$ cat src/rtl/clkdiv_prog_if.sv
// Divisor-load handshake and divided-clock outputs of clkdiv_prog.
// The master side (controller) drives enable and the divisor request.
// The slave side (divider) returns ready, the divided clock, the tick and the active divisor.
interface clkdiv_prog_if #(
    parameter int WIDTH = 16
);
    logic             enable;
    logic [WIDTH-1:0] div_value;
    logic             div_valid;
    logic             div_ready;
    logic             clk_out;
    logic             tick;
    logic [WIDTH-1:0] cur_div;

    modport master (
        output enable, div_value, div_valid,
        input  div_ready, clk_out, tick, cur_div
    );

    modport slave (
        input  enable, div_value, div_valid,
        output div_ready, clk_out, tick, cur_div
    );
endinterface

$ cat src/rtl/clkdiv_prog.sv
// Runtime-programmable integer clock divider.
// The output period is cur_div cycles: L = D - D/2 cycles low, then D/2 cycles high.
// A one-cycle tick marks each period start.
// A new divisor is taken through a valid/ready handshake and is only switched in at a
// period boundary, or right away while the divider is disabled, so no runt pulses occur.
// Optional build macro CLKDIV_SYNC_EN adds a sync_req input.
// sync_req forces a period restart, which lets several dividers be phase-aligned.
module clkdiv_prog #(
    parameter int WIDTH       = 16,
    parameter int DEFAULT_DIV = 256
) (
    input  logic           clk,
    input  logic           resetn,
`ifdef CLKDIV_SYNC_EN
    input  logic           sync_req,
`endif
    clkdiv_prog_if.slave   bus
);

    logic [WIDTH-1:0] cnt;
    logic [WIDTH-1:0] cnt_nxt;
    logic [WIDTH-1:0] cur_div_q;
    logic [WIDTH-1:0] pend_div;
    logic [WIDTH-1:0] low_len;
    logic             pend_vld;
    logic             clk_q;
    logic             clk_nxt;
    logic             tick_q;
    logic             tick_nxt;
    logic             wrap;
    logic             rise;
    logic             accept;
    logic             apply;
    logic             sync_hit;

    // Divisors below 2 cannot form a high and a low phase, so they are raised to 2.
    function automatic logic [WIDTH-1:0] clamp_div(input logic [WIDTH-1:0] v);
        return (v < WIDTH'(2)) ? WIDTH'(2) : v;
    endfunction

`ifdef CLKDIV_SYNC_EN
    assign sync_hit = sync_req;
`else
    assign sync_hit = 1'b0;
`endif

    // The low phase takes the extra cycle when the divisor is odd.
    assign low_len = cur_div_q - (cur_div_q >> 1);
    assign wrap    = (cnt == cur_div_q - WIDTH'(1));
    assign rise    = (cnt == low_len - WIDTH'(1));
    assign accept  = bus.div_valid & ~pend_vld;

    // Next counter, output and divisor-switch decisions; the highest-priority event wins.
    always_comb begin
        cnt_nxt  = cnt;
        clk_nxt  = clk_q;
        tick_nxt = 1'b0;
        apply    = 1'b0;
        if (!bus.enable) begin
            cnt_nxt = '0;
            clk_nxt = 1'b0;
            apply   = pend_vld;
        end else if (sync_hit || wrap) begin
            cnt_nxt  = '0;
            clk_nxt  = 1'b0;
            tick_nxt = 1'b1;
            apply    = pend_vld;
        end else begin
            cnt_nxt = cnt + WIDTH'(1);
            if (rise) begin
                clk_nxt = 1'b1;
            end
        end
    end

    // Counter, registered outputs, active divisor and pending flag.
    // A value accepted on a wrap edge is not yet pending there, so it waits for the next wrap.
    always_ff @(posedge clk) begin
        if (!resetn) begin
            cnt       <= '0;
            clk_q     <= 1'b0;
            tick_q    <= 1'b0;
            cur_div_q <= WIDTH'(DEFAULT_DIV);
            pend_vld  <= 1'b0;
        end else begin
            cnt    <= cnt_nxt;
            clk_q  <= clk_nxt;
            tick_q <= tick_nxt;
            if (apply) begin
                cur_div_q <= pend_div;
            end
            if (accept) begin
                pend_vld <= 1'b1;
            end else if (apply) begin
                pend_vld <= 1'b0;
            end
        end
    end

    // Pending divisor data; it is only meaningful while pend_vld is set.
    always_ff @(posedge clk) begin
        if (accept) begin
            pend_div <= clamp_div(bus.div_value);
        end
    end

    assign bus.div_ready = ~pend_vld;
    assign bus.clk_out   = clk_q;
    assign bus.tick      = tick_q;
    assign bus.cur_div   = cur_div_q;

endmodule
$ cat src/flat_wrapper.sv
// flat-port wrapper written by rule: the top's interface ports become plain ports
module clkdiv_prog_flat 
#(
    parameter int WIDTH       = 16,
    parameter int DEFAULT_DIV = 256
)
  (clk, resetn, bus_enable, bus_div_value, bus_div_valid, bus_div_ready, bus_clk_out, bus_tick, bus_cur_div);
  clkdiv_prog_if #(.WIDTH(WIDTH)) bus_i ();
  input  logic clk;
  input  logic resetn;
  input wire logic [$bits(bus_i.enable)-1:0] bus_enable;
  input wire logic [$bits(bus_i.div_value)-1:0] bus_div_value;
  input wire logic [$bits(bus_i.div_valid)-1:0] bus_div_valid;
  output wire logic [$bits(bus_i.div_ready)-1:0] bus_div_ready;
  output wire logic [$bits(bus_i.clk_out)-1:0] bus_clk_out;
  output wire logic [$bits(bus_i.tick)-1:0] bus_tick;
  output wire logic [$bits(bus_i.cur_div)-1:0] bus_cur_div;
  assign bus_i.enable = bus_enable;
  assign bus_i.div_value = bus_div_value;
  assign bus_i.div_valid = bus_div_valid;
  assign bus_div_ready = bus_i.div_ready;
  assign bus_clk_out = bus_i.clk_out;
  assign bus_tick = bus_i.tick;
  assign bus_cur_div = bus_i.cur_div;
  clkdiv_prog #(.WIDTH(WIDTH), .DEFAULT_DIV(DEFAULT_DIV)) u_core (.clk(clk), .resetn(resetn), .bus(bus_i));
endmodule
$ cat config.mk
export PLATFORM = sky130hd
export DESIGN_NAME = clkdiv_prog_flat
export DESIGN_NICKNAME = d
export VERILOG_FILES = /design/src/rtl/clkdiv_prog_if.sv /design/src/rtl/clkdiv_prog.sv /design/src/flat_wrapper.sv
export SDC_FILE = /design/constraint.sdc
export NUM_CORES = 1
export LEC_CHECK = 0
export BUFFER_PORTS_ARGS = -buffer_cell sky130_fd_sc_hd__clkbuf_2
export CAP_MARGIN = 20
export CORE_MARGIN = 4
export CORE_UTILIZATION = 41
export CTS_BUF_LIST = sky130_fd_sc_hd__clkbuf_16
export DETAILED_ROUTE_END_ITERATION = 7
export HOLD_SLACK_MARGIN = 0.05
export PLACE_DENSITY = 0.6
export SLEW_MARGIN = 20
export SYNTH_ARGS = -nofsm -noshare
export SYNTH_HDL_FRONTEND = slang
export SYNTH_SLANG_ARGS = --single-unit
$ cat constraint.sdc
create_clock -name clk -period 5.25 [get_ports clk]
set_clock_uncertainty 0.1 [all_clocks]
set_input_delay 0.525 -clock clk [delete_from_list [all_inputs] [get_ports clk]]
set_output_delay 0.525 -clock clk [all_outputs]
set_load 0.01 [all_outputs]
; ---- Word-level counts from Yosys, hierarchy flattened
; Index checks and enable logic that the tools add are counted.
; W data, S select, Z words.
[word_totals]
regBits = 51
input_bits = 20
output_inout_bits = 19
elab_cells = 25
[op_classes]
addsub = 4
magnitude_cmp = 1
eq_ne = 2
muxes = 5
n_bitwise = 4
n_reduce_logical = 3
[op_table]
columns = operator, count
row1 = $eq A16 B16 Y1, 2
row2 = $sub A16 B1 Y16 const B, 2
row3 = $add A16 B1 Y16 const B, 1
row4 = $lt A16 B2 Y1 const B, 1
row5 = $sub A16 B15 Y16, 1
row6 = $mux W1, 5
row7 = $not A1 Y1, 3
row8 = $reduce_or A3 Y1, 1
row9 = $reduce_and A2 Y1, 1
row10 = $reduce_bool A2 Y1, 1
row11 = $and A1 B1 Y1, 1

; ---- Depth between registers and ports, before layout
[logic_depth]
word_depth = 6
depth_mapped = 11
depth_no_buf = 11

; ---- Least setup slack after synthesis
; OpenSTA, ideal clock, no wires.
[synth_path]
path_type = reg-to-reg
start = register u_core.cur_div_q[2], in the netlist u_core.bus.cur_div[2]
end = register u_core.cur_div_q[8], in the netlist u_core.bus.cur_div[8]
setup_time_ps = 125
arrival_time_ps = 2657
required_time_ps = 5025
slack_ps = 2368
path_stages_with_launch = 11
path_buffers = 1
synth_period_minus_slack_ps = 2882
path_cell_list = dfxtp_1 -> inv_1 -> ha_1 -> nor2b_1 -> o2111a_1 -> or4_1 -> a32oi_1 -> nand4b_1 -> o41ai_4 -> buf_6 -> o211ai_2
[synth_via]
elab_chain_cells = 4
[synth_lines]
columns = element, line
row1 = "start, declared", clkdiv_prog.sv:22  ; logic [WIDTH-1:0] cur_div_q;
row2 = "start signal, assigned", clkdiv_prog.sv:83  ; cur_div_q <= WIDTH'(DEFAULT_DIV);
row3 = "start signal, assigned", clkdiv_prog.sv:90  ; cur_div_q <= pend_div;
row4 = $sub A16 B1 Y16, clkdiv_prog.sv:49  ; assign wrap = (cnt == cur_div_q - WIDTH'(1));
row5 = $eq A16 B16 Y1, clkdiv_prog.sv:49
row6 = $mux W1, clkdiv_prog.sv:63  ; end else if (sync_hit || wrap) begin
row7 = $mux W1, clkdiv_prog.sv:59  ; if (!bus.enable) begin
; Every way passes these cells.
; A chain may end at the register's enable or synchronous reset.

; ---- Worst setup path after layout
[layout_path]
start = register u_core.cur_div_q[2], in the netlist u_core.bus.cur_div[2]
end = register u_core.cur_div_q[3], in the netlist u_core.bus.cur_div[3]
; Same word-level chain as after synthesis.

==> metrics.txt <==
EDFF count, synth=16; post-cts hold buffer count=0; CTS tree=done; status=finished clean; count leader, synth=ha_1; root buffer cell=clkbuf_16; first-pass GRT wire length=15600 um; Worst path slowest cell=o41ai_4; Post-CTS Setup Inserts=0; RD Place Congestion=0.861; DRT Pass-1 Iters=5; Tmin final=3.85 ns; count of final setup violators=0; Cell Pwr Density=244 mW/mm2; post-synth top area share=17.6%; layout cells sized above 1=14.7%; clock sink count=51; Avg Inst Size Synth=8.70 um2; gr usage total=17.2%; Synth Register Bits=51; Seq/Total Area, Yosys=29.7%; die area=0.0113 mm2; Die Height=106 um; Fin Hold WS=0.317 ns; Core Region=0.00933 mm2; Die X=106 um; Hold WC Path Type=in -> reg; Post-Synth Simple-Gate Area=20.9%; Congestion Overflow GR=0; most frequent cells after synthesis=ha_1, xnor2_1, dfxtp_1, inv_1, nor2_1; Port Buffer Count=38; Crit Path Class=reg -> reg; Post-Syn Nets=521; DRC=0; synthesized instance count=457; largest net degree at the start of global routing=35; H-tree depth=2; Fmax achieved=259 MHz; max_cap viols=0; clock-pin slew on the worst setup and hold paths=0.07 ns; Final Cell Area=0.00436 mm2; initial core utilization=42.6%; dpl hpwl=7460 um; Crit Path Max Fanout=19; vias per cell=5.31; slew margin rel.=35.7%; Yosys top cell by area=dfxtp_1; post-synthesis xor/xnor area fraction=13.2%; fin util=46.8%; period utilisation layout=73.4%; n_diodes=0; initial antenna violation count=0; Clock Tree Buf Depth=2; Yosys Warn Count=0; post-synth cell types=63; DR vias=3209; Nets=538; WL final=9360 um; Worst Tran Pin Value=0.962 ns; Worst EP arrival=3.98 ns; largest family of logic cells by synthesized area=simple AND/OR/NAND/NOR gates; WL per Instance=15.5 um; DP Cell Count=596; cell area after synthesis=0.00397 mm2; DRT antenna net count=0; Setup crit start kind=flop; delay of the slowest cell on the worst path=0.82 ns; Cell Rows=35; Post-CTS Resized=0; ys async rst share=0%; Req. time, crit path=5.38 ns; Peak VDD IR=0.146 mV; number of global-route vias before repair=3143; Worst setup EP type=flop; CTS Buf Count=5; compound-cell area share of the yosys netlist=14.9%; Iteration-0 DRC Markers=201; RSZ-0062 raised after global routing=false; leading register cell type out of synthesis=dfxtp_1; Area after DPL=0.00419 mm2; worst path cell trace=inv_1, ha_1, a21boi_0, xnor2_1, o2111ai_1, a2111oi_2, nand4b_1, o41ai_4, buf_4, nand3_1, o21ai_2; setup TNS=0 ns; final hold vios=0; synth top area cells=dfxtp_1, ha_1, edfxtp_1; LEAKAGE=1.68 nW; Adder-Cell Fraction of Synth Area=14.0%; worst skew pair latency=0.29 ns; Non-Filler Instances=604; Synth-to-Final Area Change=9.79%; IO Pins=39; multiplexer share of the synthesized area=0.252%; Pins Over Slew Limit=0
==> worst max-delay path: cells and delay by family (launching register included) <==
family | cells | cell delay [ns]
fa+ha+maj | 1 | 0.25
compound gates | 5 | 1.89
buf+inv | 2 | 0.60
simple gates | 2 | 0.37
xor+xnor | 1 | 0.20
flops | 1 | 0.36
==> state kept, by name (all words and copies together), names as in the netlist <==
name / count
u_core.bus.cur_div: 16
u_core.bus.tick: 1
u_core.pend_div: 16
u_core.bus.clk_out: 1
u_core.cnt: 16
u_core.pend_vld: 1
==> area by class of cell <==
class / count / area (um2)
inverter: 34 / 128
clock buffer: 5 / 125
fill: 897 / 4960
clock inverter: 3 / 47.5
tap: 129 / 161
timing repair buffer: 40 / 205
multi-input combinational: 342 / 2510
sequential: 51 / 1180
==> cell families (layout without fill, tap and decap cells) <==
kind of cell / Yosys count / after routing
simple gates: 160 / 160
fa+ha+maj: 44 / 44
buf+inv: 64 / 82
mux: 1 / 1
compound gates: 78 / 78
xor+xnor: 59 / 59
flops: 51 / 51
==> placed cells by master, fill, tap and decap left out, types with 4 or more instances in the layout <==
master     instances
nand3_1           27
xor2_1            17
nor2_1            34
o21ai_0           15
nor2b_1           13
or4_1              4
and3_1             6
nand4_1            5
a21oi_1           11
dfxtp_1           35
a21o_1             4
nand2_1           31
o21ai_2           13
clkbuf_2          38
clkbuf_16          5
nor4_1             6
nand2b_1           9
inv_1             34
xnor2_1           41
nor3_1             7
edfxtp_1          16
ha_1              43
==> path summary, 6_finish.rpt <==
check	startpoint	end	slack, ns	depth (start not counted)
max	u_core.bus.cur_div[2]	u_core.bus.cur_div[3]	1.40	11
min	bus_div_value[2]	u_core.pend_div[2]	0.32	1
max reg2reg	u_core.bus.cur_div[2]	u_core.bus.cur_div[3]	1.40	11
min reg2reg	u_core.pend_div[1]	u_core.bus.cur_div[1]	0.37	2
==> per-layer routing <==
layer,track usage (%),share of wire (%),vias up
li1,-,-,1612
met1,22.9,46,1511
met2,29.1,48,74
met3,2.55,4.5,12
met4,4.66,1.4,0
met5,0,0,-
==> stage by stage <==
stage | worst slack [ns] | power (mW)
floorplan | 2.37 | 0.631
global placement | 1.48 | 0.683
detailed placement | 1.41 | 0.686
CTS | 1.39 | 1.08
global route | 1.07 | 1.12
finish | 1.40 | 1.06
==> report_power, final <==
group	internal [mW]	switching, mW	leakage, nW
Combinational	0.104	0.138	1.16
Clock	0.228	0.157	0.0844
Sequential	0.422	0.0149	0.437
No activity file was read; power rests on OpenSTA's default activity.
